===== config.mk =====
export PLATFORM = sky130hd
export DESIGN_NAME = reg_bank_arbiter
export DESIGN_NICKNAME = d
export VERILOG_FILES = /design/src/rtl/reg_bank_arbiter.sv
export SDC_FILE = /design/constraint.sdc
export NUM_CORES = 1
export LEC_CHECK = 0
export BUFFER_PORTS_ARGS = -buffer_cell sky130_fd_sc_hd__buf_2
export CORE_MARGIN = 2
export CORE_UTILIZATION = 49
export CTS_BUF_LIST = sky130_fd_sc_hd__clkbuf_4 sky130_fd_sc_hd__clkbuf_8
export DETAILED_ROUTE_END_ITERATION = 8
export PLACE_DENSITY = 0.92
export RECOVER_POWER = 50
export SYNTH_ARGS = -nofsm -noshare
export SYNTH_HDL_FRONTEND = slang
export SYNTH_SLANG_ARGS = --single-unit

===== constraint.sdc =====
create_clock -name clk -period 2.8 [get_ports clk]
set_input_delay 0.56 -clock clk [delete_from_list [all_inputs] [get_ports clk]]
set_output_delay 0.56 -clock clk [all_outputs]
set_load 0.1 [all_outputs]

===== src/rtl/reg_bank_arbiter.sv =====
// reg_bank_arbiter: two-requester round-robin write arbiter for a register bank with a zeroing sweep
// Ports:
//   clk, reset (async active-low)
//   clear                         request a zeroing sweep of all 2**ADDR_W registers
//   req0_valid/addr/data, req0_ready   requester 0 write request and accept
//   req1_valid/addr/data, req1_ready   requester 1 write request and accept
//   bank_write, bank_dr, bank_write_data  registered bank write port (one-cycle latency)
//   busy                          high while the sweep runs
//   last_grant                    id of the most recently accepted requester
// Macro ARB_CLEAR_ON_RESET_EN: reset parks the block in CLEAR so a full sweep follows release.
module reg_bank_arbiter #(
  parameter int DATA_W = 32,
  parameter int ADDR_W = 5
) (
  input  logic              clk,
  input  logic              reset,
  input  logic              clear,
  input  logic              req0_valid,
  input  logic [ADDR_W-1:0] req0_addr,
  input  logic [DATA_W-1:0] req0_data,
  output logic              req0_ready,
  input  logic              req1_valid,
  input  logic [ADDR_W-1:0] req1_addr,
  input  logic [DATA_W-1:0] req1_data,
  output logic              req1_ready,
  output logic              bank_write,
  output logic [ADDR_W-1:0] bank_dr,
  output logic [DATA_W-1:0] bank_write_data,
  output logic              busy,
  output logic              last_grant
);
  typedef enum logic {ARB, CLEAR} state_t;
`ifdef ARB_CLEAR_ON_RESET_EN
  localparam state_t RST_STATE = CLEAR;
`else
  localparam state_t RST_STATE = ARB;
`endif
  state_t state_q, state_d;
  logic [ADDR_W-1:0] cnt_q, cnt_d, dr_q, dr_d;
  logic [DATA_W-1:0] wd_q, wd_d;
  logic last_q, last_d, bw_q, bw_d;
  always_comb begin
    state_d    = state_q;
    cnt_d      = cnt_q;
    last_d     = last_q;
    bw_d       = 1'b0;
    dr_d       = dr_q;
    wd_d       = wd_q;
    req0_ready = 1'b0;
    req1_ready = 1'b0;
    busy       = 1'b0;
    if (state_q == CLEAR) begin
      busy  = 1'b1;
      bw_d  = 1'b1;
      dr_d  = cnt_q;
      wd_d  = '0;
      cnt_d = cnt_q + 1'b1;
      state_d = (cnt_q == '1) ? ARB : CLEAR;
    end else if (clear) begin
      state_d = CLEAR;
    end else begin
      // on a tie the requester that did not win last time is served
      req0_ready = req0_valid & (~req1_valid | last_q);
      req1_ready = req1_valid & (~req0_valid | ~last_q);
      if (req0_ready) begin
        bw_d   = 1'b1;
        dr_d   = req0_addr;
        wd_d   = req0_data;
        last_d = 1'b0;
      end else if (req1_ready) begin
        bw_d   = 1'b1;
        dr_d   = req1_addr;
        wd_d   = req1_data;
        last_d = 1'b1;
      end
    end
  end
  always_ff @(posedge clk or negedge reset) begin
    if (!reset) begin
      state_q <= RST_STATE;
      cnt_q   <= '0;
      last_q  <= 1'b1;
      bw_q    <= 1'b0;
      dr_q    <= '0;
      wd_q    <= '0;
    end else begin
      state_q <= state_d;
      cnt_q   <= cnt_d;
      last_q  <= last_d;
      bw_q    <= bw_d;
      dr_q    <= dr_d;
      wd_q    <= wd_d;
    end
  end
  assign bank_write      = bw_q;
  assign bank_dr         = dr_q;
  assign bank_write_data = wd_q;
  assign last_grant      = last_q;
endmodule


==> impl_metrics.toml, run 1 <==
[run_status]
status = "complete, no violations"

[synth]
yosys_warnings = 0
async_flop_share_pct = 100.0
seq_area_frac_synth_pct = 52.88
synth_edf_count = 0
avgSynthCellArea_um2 = 10.66
synth_cell_type_count = 28
synth_ff_type = "dfrtp_1"
synth.net_count = 281
netlist_instances = 200
syn_area_um2 = 2132
synth_seq_cells = 45

[placement]
placed_cell_area_um2 = 2758
post-dp-hpwl_um = 3769
io_buffer_count = 120
place.gp.congestion = 0.7673

[global_route]
grt_usage_pct = 22.08
grt_pass1_wl_um = 8694
first_global_vias = 1993
antenna_found_initial = 0
grt_max_degree = 46
gr-total-overflow = 0

[routing]
firstDrtPassIters = 4
num_vias = 1882
drt_iter0_drc = 74
drc = 0
wl_per_cell_um = 13.66
wl_um = 5053
vias_per_cell = 5.086
ant_nets = 0

[cts]
clock_latency_ps = 290
htreeDepth = 2
cts_buffers = 5
cts-root-buf = "clkbuf_8"
cts.clk_slew.worst_paths_ps = 80
cts_resized = 0
clockBufferDepth = 2
cts_setup_buffers = 0
cts_hold_buf = 0
cts_tree = "done"
numClockSinks = 45

[critical_path]
path_cells = "nor2_1 -> nand2_1 -> a21oi_2 -> buf_2"
startpoint_type = "flip-flop"
path_class = "flip-flop to output port"
crit_path_max_fanout = 4
cp.arrival_ps = 1570
r2r_cells = 5
crit_path_end_kind = "output port"
cpPeakStageDelay_ps = 420
required_ps = 2240
cp_slowest_cell = "buf_2"

[sta]
fin_crit_ps = 2131
tns_ps = 0
finalClockSkew_ps = 4.146
slew_headroom_pct = 21.83
finalSetupViolations = 0
worstMarginPinSlew_ps = 1178
rsz0062_at_grt = "no"
timing.hold.ws_ps = 421.7
finalCritPeriodShare_pct = 76.10
hold_viol = 0
drv_slew = 0
fmax_mhz = 469.3

[min_path]
hold_path.class = "input port to asynchronous set/reset pin"

[final_layout]
syn_to_final_growth_pct = 34.10
antenna_cells = 0
layout.nets = 400
drive_gt1_share_pct = 42.19
design_area_um2 = 2859
layout_common_cells = "buf_2, nand2_1, dfrtp_1"
layout_commonest_cell = "buf_2"

[power_and_ir_drop]
p_per_area_nw_per_um2 = 888.0
power.total_mw = 2.539
ir_worst_vdd_uv = 958.4
p_leak_nw = 1.622

[run]
cap_viol_max_count = 0

[floorplanning]
die_h_um = 69.96
rows = 23
initial_core_util_pct = 52.17
dieArea_um2 = 4894
core_area_um2 = 4086
die_x_um = 69.96
ioPinCount = 121
final cells by class:
type	count	area (µm²)
clock buffers	7	90.09
clock inverters	1	30.03
fillers	347	1227
inverters	3	11.26
multi-input cells	139	912.1
flip-flops and latches	45	1127
well taps	50	62.56
repair buffers	125	625.6
critical path, delay by kind of cell, from the launching register on:
kind,cells,cell delay (ps)
compound gates,1,100
simple gates,2,370
flops,1,390
buf+inv,1,420
flip-flops by register name (all words and copies together), names as in the netlist:
register         flops
bank_write_data     32
bank_dr              5
cnt_q                5
bank_write           1
last_grant           1
state_q              1
per-stage QoR:
stage / std cells / setup WS [ps] / utilization [%]
after detailed placement: 362 / 681.3 / 67.48
after global placement: 362 / 739.4 / 67.48
after global routing: 370 / 548.1 / 69.96
after CTS: 370 / 649.9 / 70.42
final: 370 / 669.2 / 69.96
after floorplan: 200 / -284.2 / -
power by group:
group          switching, mW  internal (mW)  total [mW]
Clock                  0.203          0.301       0.503
Sequential            0.0933          0.775       0.868
Combinational          0.882          0.285        1.17
Total                   1.18           1.36        2.54
Yosys cell counts (2+ instances only):
| cell type | instances | area [µm²] |
|---|---|---|
| a21oi_1 | 2 | 10.01 |
| o21ai_1 | 34 | 170.2 |
| nand2_1 | 44 | 165.2 |
| buf_4 | 5 | 37.54 |
| o221ai_1 | 4 | 35.03 |
| xnor2_1 | 2 | 17.52 |
| buf_2 | 2 | 10.01 |
| nor2_1 | 2 | 7.510 |
| nor3_1 | 2 | 10.01 |
| mux2i_1 | 37 | 370.4 |
| mux2_2 | 2 | 22.52 |
| dfrtp_1 | 44 | 1101 |
| ha_1 | 2 | 25.02 |
| inv_1 | 2 | 7.510 |
| clkbuf_2 | 3 | 15.01 |
path summary, 6_finish.rpt:
| path | start | to | slack (ps) |
|---|---|---|---|
| max | state_q | req1_ready | 670 |
| min | reset | bank_write_data[26] | 420 |
| max reg2reg | state_q | bank_write_data[2] | 1030 |
| min reg2reg | bank_write_data[13] | bank_write_data[13] | 480 |
| max in group asynchronous | reset | bank_dr[3] | 1770 |
| min in group clk | bank_write_data[13] | bank_write_data[13] | 480 |
layer usage:
layer	vias to the layer above	GRT usage, %	routed length (µm)
li1	927	-	-
met1	856	24.24	1997
met2	90	40.95	2601
met3	9	6.061	390
met4	0	7.051	63
met5	-	0	0
cell families after synthesis:
kind of cell | share of synthesized area, %
AOI/OAI and AO/OA | 11.74
xor gates and xnor gates | 1.233
adders and majority gates | 1.174
buffers and inverters | 5.105
DFF | 52.88
muxes | 18.43
and+or+nand+nor | 9.449
No activity file was read; power rests on OpenSTA's default activity.
==> run 2: changes to the inputs <==
Settings changed: CORE_UTILIZATION 49 to 45, PLACE_DENSITY 0.92 to 0.86.
Clock period 2.8 ns to 2.2 ns, I/O delays scaled along.
==> impl_metrics.toml, run 2 (synthesized netlist as in run 1, its figures left out) <==
[routing]
firstDrtPassIters = 4
drt_iter0_drc = 80
drc = 0
wl_um = 5105
num_vias = 1889
ant_nets = 0
wl_per_cell_um = 13.61
vias_per_cell = 5.037

[sta]
tns_ps = 0
finalCritPeriodShare_pct = 93.90
slew_headroom_pct = 22.59
drv_slew = 0
rsz0062_at_grt = "no"
fin_crit_ps = 2066
fmax_mhz = 484.1
finalSetupViolations = 0
hold_viol = 0
finalClockSkew_ps = 3.675
worstMarginPinSlew_ps = 1166
timing.hold.ws_ps = 290.9

[critical_path]
reg2reg_to = "bank_write_data[0]"
crit_path_end_kind = "output port"
path_class = "flip-flop to output port"
r2r_cells = 4
crit_path_max_fanout = 21
reg2reg_from = "state_q"
cp.arrival_ps = 1630
startpoint_type = "flip-flop"
required_ps = 1760
path_cells = "nor2_1 -> nand2_1 -> a21oi_2 -> buf_12"
cpPeakStageDelay_ps = 570
ff2ff_setup_slack_ps = 600
cp_slowest_cell = "dfrtp_2"

[cts]
cts_buffers = 5
clock_latency_ps = 290
cts-root-buf = "clkbuf_8"
cts_tree = "done"
clockBufferDepth = 2
htreeDepth = 2
cts_hold_buf = 0
cts_setup_buffers = 0
cts_resized = 0
numClockSinks = 45
cts.clk_slew.worst_paths_ps = 80

[final_layout]
layout.nets = 401
final_cells = 375
syn_to_final_growth_pct = 34.92
fill_cells = 415
largest_reg_flops = 32
design_area_um2 = 2877
layout_common_cells = "buf_2, nand2_1, dfrtp_1"
antenna_cells = 0
drive_gt1_share_pct = 42.37
layout_commonest_cell = "buf_2"

[floorplanning]
die_h_um = 72.83
dieArea_um2 = 5304
ioPinCount = 121
initial_core_util_pct = 46.05
die_x_um = 72.83
rows = 25
core_area_um2 = 4629

[placement]
place.gp.congestion = 0.7567
post-dp-hpwl_um = 3856
io_buffer_count = 120
dp.cells = 367
placed_cell_area_um2 = 2809

[global_route]
grt_usage_pct = 19.05
grt_pass1_wl_um = 7721
gr-total-overflow = 0
grt_max_degree = 41
antenna_found_initial = 0
first_global_vias = 1722

[min_path]
hold_path.class = "input port to asynchronous set/reset pin"

[power_and_ir_drop]
p_per_area_nw_per_um2 = 1077
ir_worst_vdd_uv = 628.7
power.total_mw = 3.099
p_leak_nw = 1.611

[run_status]
status = "complete, no violations"

[run]
cap_viol_max_count = 0
## run 2: routing by layer
layer | GRT usage, % | wire [µm] | vias to the layer above
li1 | - | - | 930
met1 | 22.47 | 2105 | 887
met2 | 34.75 | 2717 | 68
met3 | 4.282 | 235 | 4
met4 | 5.144 | 47 | 0
met5 | 0 | 0 | -
## run 2: cell type report
cell class / count / area [µm²] / share of cell area [%]
Multi-Input combinational cell: 139 / 924.6 / 32.14
Inverter: 3 / 11.26 / 0.3915
Sequential cell: 45 / 1132 / 39.37
Clock buffer: 6 / 76.32 / 2.653
Clock inverter: 2 / 10.01 / 0.3480
Tap cell: 54 / 67.56 / 2.349
Timing Repair Buffer: 126 / 654.4 / 22.75
## run 2: worst max-delay path: cells and delay by family (launching register included)
| family | cells | cell delay [ps] |
|---|---|---|
| buffers and inverters | 1 | 200 |
| AOI/OAI and AO/OA | 1 | 180 |
| and+or+nand+nor | 2 | 390 |
| DFF | 1 | 570 |
## run 2: worst max path at each step
stage / slack, ps / start / to / cells after the start
finish: 130 / state_q / req1_ready / 4
global route: 10 / state_q / req1_ready / 4
CTS: 110 / state_q / req1_ready / 4
detailed placement: 440 / req1_valid / req0_ready / 5
global placement: 460 / state_q / req1_ready / 4
floorplan: -160 / last_grant / req0_ready / 4
## run 2: through the flow
stage	utilization, %	setup slack [ps]
floorplan	-	-161.4
global placement	60.68	460.7
CTS	62.54	114.5
finish	62.14	134.3
detailed placement	60.68	438.9
global route	62.14	9.983
## run 2: report_power, final
part | switching (mW) | leakage [nW] | internal (mW) | total [mW]
clock | 0.262 | 0.0484 | 0.233 | 0.494
combinational | 1.10 | 0.971 | 0.369 | 1.47
sequential | 0.145 | 0.592 | 0.993 | 1.14
